===== config.mk =====
export PLATFORM = sky130hd
export DESIGN_NAME = bin_to_bcd_seq
export DESIGN_NICKNAME = d
export VERILOG_FILES = /design/src/rtl/bin_to_bcd_seq.sv
export SDC_FILE = /design/constraint.sdc
export NUM_CORES = 1
export LEC_CHECK = 0
export ABC_CLOCK_PERIOD_IN_PS = 3070
export BUFFER_PORTS_ARGS = -buffer_cell sky130_fd_sc_hd__buf_2
export CAP_MARGIN = 25
export CORE_MARGIN = 1.5
export CORE_UTILIZATION = 61
export CTS_BUF_LIST = sky130_fd_sc_hd__clkbuf_8 sky130_fd_sc_hd__clkbuf_16
export CTS_CLUSTER_DIAMETER = 150
export DETAILED_ROUTE_END_ITERATION = 8
export PLACE_DENSITY_LB_ADDON = 0.25
export SLEW_MARGIN = 15
export SYNTH_ARGS = -nofsm -noshare
export SYNTH_HDL_FRONTEND = slang
export SYNTH_SLANG_ARGS = --single-unit
export TNS_END_PERCENT = 30

===== constraint.sdc =====
create_clock -name clk -period 3.07 [get_ports clk]
set_input_delay 0.4605 -clock clk [delete_from_list [all_inputs] [get_ports clk]]
set_output_delay 0.4605 -clock clk [all_outputs]
set_load 0.02 [all_outputs]

===== src/rtl/bin_to_bcd_seq.sv =====
// Sequential double-dabble converter: one binary bit per clock into DIGITS packed
// BCD digits, with start/busy/done handshake and saturation past 10^DIGITS-1.

module bin_to_bcd_digit (
  input  logic [3:0] d,
  output logic [3:0] q
);
  assign q = (d >= 4'd5) ? d + 4'd3 : d;
endmodule

module bin_to_bcd_seq #(
  parameter int BIN_WIDTH = 14,
  parameter int DIGITS    = 4
) (
  input  logic                  clk,
  input  logic                  reset,
  input  logic                  start,
  input  logic [BIN_WIDTH-1:0]  bin_in,
  output logic                  busy,
  output logic                  done,
  output logic                  overflow,
  output logic [4*DIGITS-1:0]   bcd_out
);

  function automatic longint unsigned pow10_m1(input int n);
    longint unsigned v;
    v = 1;
    for (int i = 0; i < n; i++) v = v * 10;
    return v - 1;
  endfunction

  localparam int              CW      = $clog2(BIN_WIDTH + 1);
  localparam int              SW      = 4 * DIGITS + BIN_WIDTH;
  localparam longint unsigned MAX_VAL = pow10_m1(DIGITS);

  typedef enum logic [1:0] {IDLE, SHIFT, DONE} state_t;

  state_t                  state;
  logic [BIN_WIDTH-1:0]    bin_sr;
  logic [DIGITS-1:0][3:0]  scratch;
  logic [DIGITS-1:0][3:0]  adj;
  logic [CW-1:0]           cnt;
  logic                    ovf_pending;
  logic                    accept;
  logic [SW-1:0]           shifted;

  for (genvar g = 0; g < DIGITS; g++) begin : g_dig
    bin_to_bcd_digit u_dig (.d(scratch[g]), .q(adj[g]));
  end

  assign accept  = start && (state == IDLE || state == DONE);
  // Add-3 happens before the shift; the top digit's carry-out falls off the end.
  assign shifted = {adj, bin_sr} << 1;

  always_ff @(posedge clk) begin
    if (reset) begin
      state       <= IDLE;
      bin_sr      <= '0;
      scratch     <= '0;
      cnt         <= '0;
      ovf_pending <= 1'b0;
      busy        <= 1'b0;
      done        <= 1'b0;
      overflow    <= 1'b0;
      bcd_out     <= '0;
    end else begin
      done <= 1'b0;
      case (state)
        IDLE, DONE: begin
          if (accept) begin
            bin_sr      <= bin_in;
            scratch     <= '0;
            cnt         <= CW'(BIN_WIDTH);
            ovf_pending <= 64'(bin_in) > MAX_VAL;
            busy        <= 1'b1;
            state       <= SHIFT;
          end else begin
            state <= IDLE;
          end
        end
        SHIFT: begin
          if (cnt != '0) begin
            scratch <= shifted[SW-1 -: 4*DIGITS];
            bin_sr  <= shifted[BIN_WIDTH-1:0];
            cnt     <= cnt - 1'b1;
          end else begin
            bcd_out  <= ovf_pending ? {DIGITS{4'h9}} : scratch;
            overflow <= ovf_pending;
            done     <= 1'b1;
            busy     <= 1'b0;
            state    <= DONE;
          end
        end
        default: state <= IDLE;
      endcase
    end
  end

endmodule

; ---- Yosys cells after proc, flatten, opt, wreduce, memory -nomap -nowiden
; Index checks and enable logic that the tools add are counted.
[word_totals]
ff_bits = 56
in_bits = 17
out_inout_bits = 19
[op_classes]
n_addsub = 5
n_lt_le_gt_ge = 5
n_eq_ne = 5
muxes = 21
bitwise = 2
reduce_logical = 11
[ops]
columns = cell, count
row1 = two-way mux 16 bit, 3
row2 = case mux 16 bit (2 select lines), 1
row3 = two-way mux 14 bit, 2
row4 = case mux 14 bit (2 select lines), 1
row5 = two-way mux 4 bit, 5
row6 = >= comparator 4 x 3 -> 1 bit (second input constant), 4
row7 = greater-than comparator 14 bit (second input constant), 1
row8 = adder 4 x 2 -> 4 bit (second input constant), 3
row9 = case mux 4 bit (2 select lines), 1
row10 = != test 2 bit (second input constant), 3
row11 = AND reduction 3 bit, 2
row12 = two-way mux 1 bit, 4
row13 = case mux 2 bit (2 select lines), 1
row14 = AND reduction 2 bit, 2
row15 = nonzero test 4 bit, 1
row16 = OR reduction 2 bit, 2
row17 = subtractor 4 x 1 -> 4 bit (second input constant), 1
row18 = adder 3 x 2 -> 3 bit (second input constant), 1
row19 = two-way mux 3 bit, 1
row20 = == test 2 x 1 -> 1 bit (second input constant), 1
row21 = == test 2 bit (second input constant), 1
row22 = logical NOT 2 bit, 1
row23 = two-way mux 2 bit, 1
row24 = NOT 1 bit, 2
row25 = other kinds (4), 4

; ---- Logic depth before layout (Yosys ltp)
[depth]
word_depth = 5
depth_mapped = 8
mapped_depth_nobuf = 6

; ---- Hierarchy
; Synthesis repeated with hierarchy kept, for this count alone.
[hier_totals]
cells_unflattened = 328
hier_area_um2 = 2861.5
[by_module_without_submodules]
columns = mod, n_inst, cells_per_inst, area_per_inst_um2
row1 = bin_to_bcd_seq, 1, 264, 2456.1
row2 = bin_to_bcd_digit, 4, 16, 101.3

; ---- Worst setup path before layout
; Ideal clock, no wire load.
[synth_timing]
path_type = flip-flop to flip-flop
from = register cnt[0]
to = register scratch[13] (netlist name)
arrival_time_ps = 1436
required_time_ps = 2987
slack_ps = 1552
stages_incl_launch_ff = 7
n_path_buf = 1
period_less_slack_ps = 1518
cell_sequence = dfxtp_1 inv_1 ha_1 nor3b_4 buf_6 or4_1 o221ai_1
[synth_between]
elab_chain_len = 3
[synth_rtl]
columns = element, line_no
row1 = "start, declared", 42  ; logic [CW-1:0] cnt;
row2 = "start signal, assigned", 73  ; cnt <= CW'(BIN_WIDTH);
row3 = "start signal, assigned", 85  ; cnt <= cnt - 1'b1;
row4 = nonzero test 4 bit, 82  ; if (cnt != '0) begin
row5 = != test 2 bit (no line), n/a
row6 = AND reduction 3 bit (no line), n/a
row7 = "end signal, assigned", 83  ; scratch <= shifted[SW-1 -: 4*DIGITS];
row8 = "end, declared", 40  ; logic [DIGITS-1:0][3:0] scratch;
; Every way passes these cells.
; A chain may end at the register's enable or synchronous reset.

; ---- Worst setup path after layout
[layout_timing]
from = register cnt[0]
to = register bcd_out[13]
[layout_between]
elab_chain_len = 3
[layout_rtl]
columns = element, line_no
row1 = nonzero test 4 bit, 82
row2 = NOT 1 bit (no line), n/a
row3 = AND reduction 2 bit (no line), n/a
row4 = "end signal, assigned", 87  ; bcd_out <= ovf_pending ? {DIGITS{4'h9}} : scratch;
row5 = "end, declared", 22  ; output logic [4*DIGITS-1:0] bcd_out
; Every way passes these cells.

==> qor.yml <==
dr.pass1.iters: 4
hold_buffers: 0
startpoint_type: "register"
dieArea_mm2: 0.00463
routedWlPerCell_um: 14.5
nets: 354
dp_hpwl_mm: 3.59
min_period_over_period: 0.720
dieHeight_um: 68.1
tritoncts: "done"
numPortBuffers: 35
p_sw_frac: 0.288
ys_seq_area_frac: 0.434
cp-end-kind: "register"
antenna_found_initial: 0
crit_family: "simple AND/OR/NAND/NOR gates"
hold_viol_final: 0
max_slew_margin: 0.482
finalNonFillerCells: 378
final_common_cell: "dfxtp_1"
numCtsBuffers: 5
rr_worst_depth: 6
syn_inst: 303
setup_violations: 0
n_fill_cell: 343
grt_pass1_vias: 1997
wl_mm: 5.49
syn_avg_cell_area_um2: 8.52
peakVddDrop_v: 0.000339
path_buf_inv: 1
clock_path_buffers: 2
cts.clk_slew.worst_paths_ps: 90
cp.arrival_ps: 2440
hold_path.class: "in2reg"
power_frac_seq: 0.564
antenna_left: 0
area_delta_synth_final_pct: 9.88
worst_pin_slew_ps: 772
netSwitchingPower_uw: 404
crit_chain: "inv_1, ha_1, nor3b_4, nand2_2, or3_1, a21oi_1"
min_period_ps: 2210
place_congestion: 0.764
synth_nets: 329
p_leak_nw: 1.09
drt_iter0_drc: 130
clkPwrFrac: 0.273
final_cell_mix: "56 x dfxtp_1, 35 x nand2_1, 35 x buf_2"
cts_resized: 0
finClkSkew_ps: 5.75
yosys_warnings: 0
slowest_stage: "nor3b_4"
drc: 0
clock_sinks: 56
crit_fanout: 24
drv_slew: 0
num_vias: 2241
synth.ff_latch_count: 56
grt_start_max_net_pins: 66
clk_latency_ps: 310
hold_path_depth: 3
cp.required_ps: 3300
core_mm2: 0.00403
grt_setup_unrepaired: "false"
row_count: 23
cts_setup_buffers: 0
combPwrFrac: 0.164
diodes: 0
grt_pass1_wl_mm: 9.09
place_inst: 370
p_int_uw: 996
cap_viol_max_count: 0
crit_cells: 6
cts-htree-levels: 2
drt-vias-per-instance: 5.93
max_stage_delay_ps: 500
dieWidth_um: 68.1
grt_overflow_total: 0
status: "completed"
ios: 36
max_freq_mhz: 452
ys_types: 41
cts-root-buf: "clkbuf_8"
power_density_mw_per_mm2: 493
synth_area_mm2: 0.00258
drive_gt1_frac: 0.177
start_util: 0.641
worstSetupPathType: "reg2reg"
grt_usage: 0.260
tns_ps: 0
layout make-up:
class	count	area, µm²	share of cell area
multi-input combinational	215	1310	0.463
sequential	56	1120	0.395
timing repair buffer	40	225	0.0794
clock buffer	5	68.8	0.0243
tap	50	62.6	0.0220
inverter	10	37.5	0.0132
clock inverter	2	8.76	0.00309
worst paths after layout:
path | startpoint | to | slack, ps
setup / recovery | cnt[0] | bcd_out[13] | 860
hold / removal | bin_in[0] | bin_sr[0] | 380
setup reg to reg | cnt[0] | bcd_out[13] | 860
hold reg to reg | bcd_out[6] | bcd_out[6] | 450
Yosys cell counts:
master | instances | area share
dfxtp_1 | 56 | 0.43
nand2_1 | 35 | 0.051
a21oi_1 | 34 | 0.066
nor2_1 | 24 | 0.035
nor3_1 | 18 | 0.035
inv_1 | 10 | 0.015
clkbuf_1 | 9 | 0.013
ha_1 | 9 | 0.044
nand3_1 | 9 | 0.017
a22oi_1 | 8 | 0.023
nor4_1 | 8 | 0.019
or3_1 | 8 | 0.019
buf_2 | 7 | 0.014
a311oi_1 | 6 | 0.020
nand2b_1 | 6 | 0.015
nand4b_1 | 5 | 0.017
o21ai_1 | 5 | 0.0097
mux2_2 | 4 | 0.017
nand3b_1 | 4 | 0.012
o211ai_1 | 4 | 0.012
buf_4 | 3 | 0.0087
mux2i_1 | 3 | 0.012
nor3b_1 | 3 | 0.0087
o21ai_0 | 3 | 0.0058
o22ai_1 | 3 | 0.0073
buf_1 | 2 | 0.0029
nor2b_1 | 2 | 0.0048
o41ai_2 | 2 | 0.013
a21oi_4 | 1 | 0.0063
a31oi_1 | 1 | 0.0024
buf_6 | 1 | 0.0044
nand2_2 | 1 | 0.0024
nor2_2 | 1 | 0.0024
nor2_4 | 1 | 0.0044
nor3b_4 | 1 | 0.0073
o221ai_1 | 1 | 0.0034
o311ai_0 | 1 | 0.0034
o41ai_1 | 1 | 0.0034
or3b_4 | 1 | 0.0044
or4_1 | 1 | 0.0029
xor2_1 | 1 | 0.0034
tightest hold or removal path: stages:
cell and delay [ps]:
buf_2 100, nand2_1 50, a21oi_1 50
metal layers:
metal / GRT usage / share of wire / up-vias
met2: 0.415 / 0.48 / 51
met4: 0.113 / 0.015 / 0
li1: - / - / 1127
met3: 0.0526 / 0.035 / 8
met1: 0.342 / 0.47 / 1055
met5: 0 / 0 / -
per-stage QoR:
step | power, mW | util | hold slack, ps | cell area, µm² | worst slack (ps)
final | 1.40 | 0.704 | 384 | 2840 | 860
after global placement | 1.02 | 0.680 | 438 | 2740 | 1080
after floorplan | 0.980 | - | 432 | 2580 | 1550
after CTS | 1.40 | 0.699 | 378 | 2820 | 933
after global routing | 1.46 | 0.704 | 398 | 2840 | 670
after detailed placement | 1.03 | 0.680 | 443 | 2740 | 946
power by group through the flow:
stage	clock network (mW)	registers, mW	logic (mW)
6_report	0.382	0.789	0.229
4_1_cts	0.389	0.789	0.226
2_1_floorplan	0	0.813	0.167
3_5_place_dp	0	0.806	0.226
3_3_place_gp	0	0.805	0.220
5_1_grt	0.415	0.796	0.254
flip-flops by register name (all words and copies together) (netlist names):
signal	count
bcd_out	16
bin_sr	14
busy	1
cnt	4
done	1
overflow	1
ovf_pending	1
scratch	16
state	2
cells by family after synthesis:
logic type | share of synthesized area
and+or+nand+nor | 0.257
AOI/OAI and AO/OA | 0.175
DFF | 0.434
buffers and inverters | 0.0572
adders and majority gates | 0.0436
muxes | 0.0291
xor gates and xnor gates | 0.00339
Power figures use the tool's default switching activity.
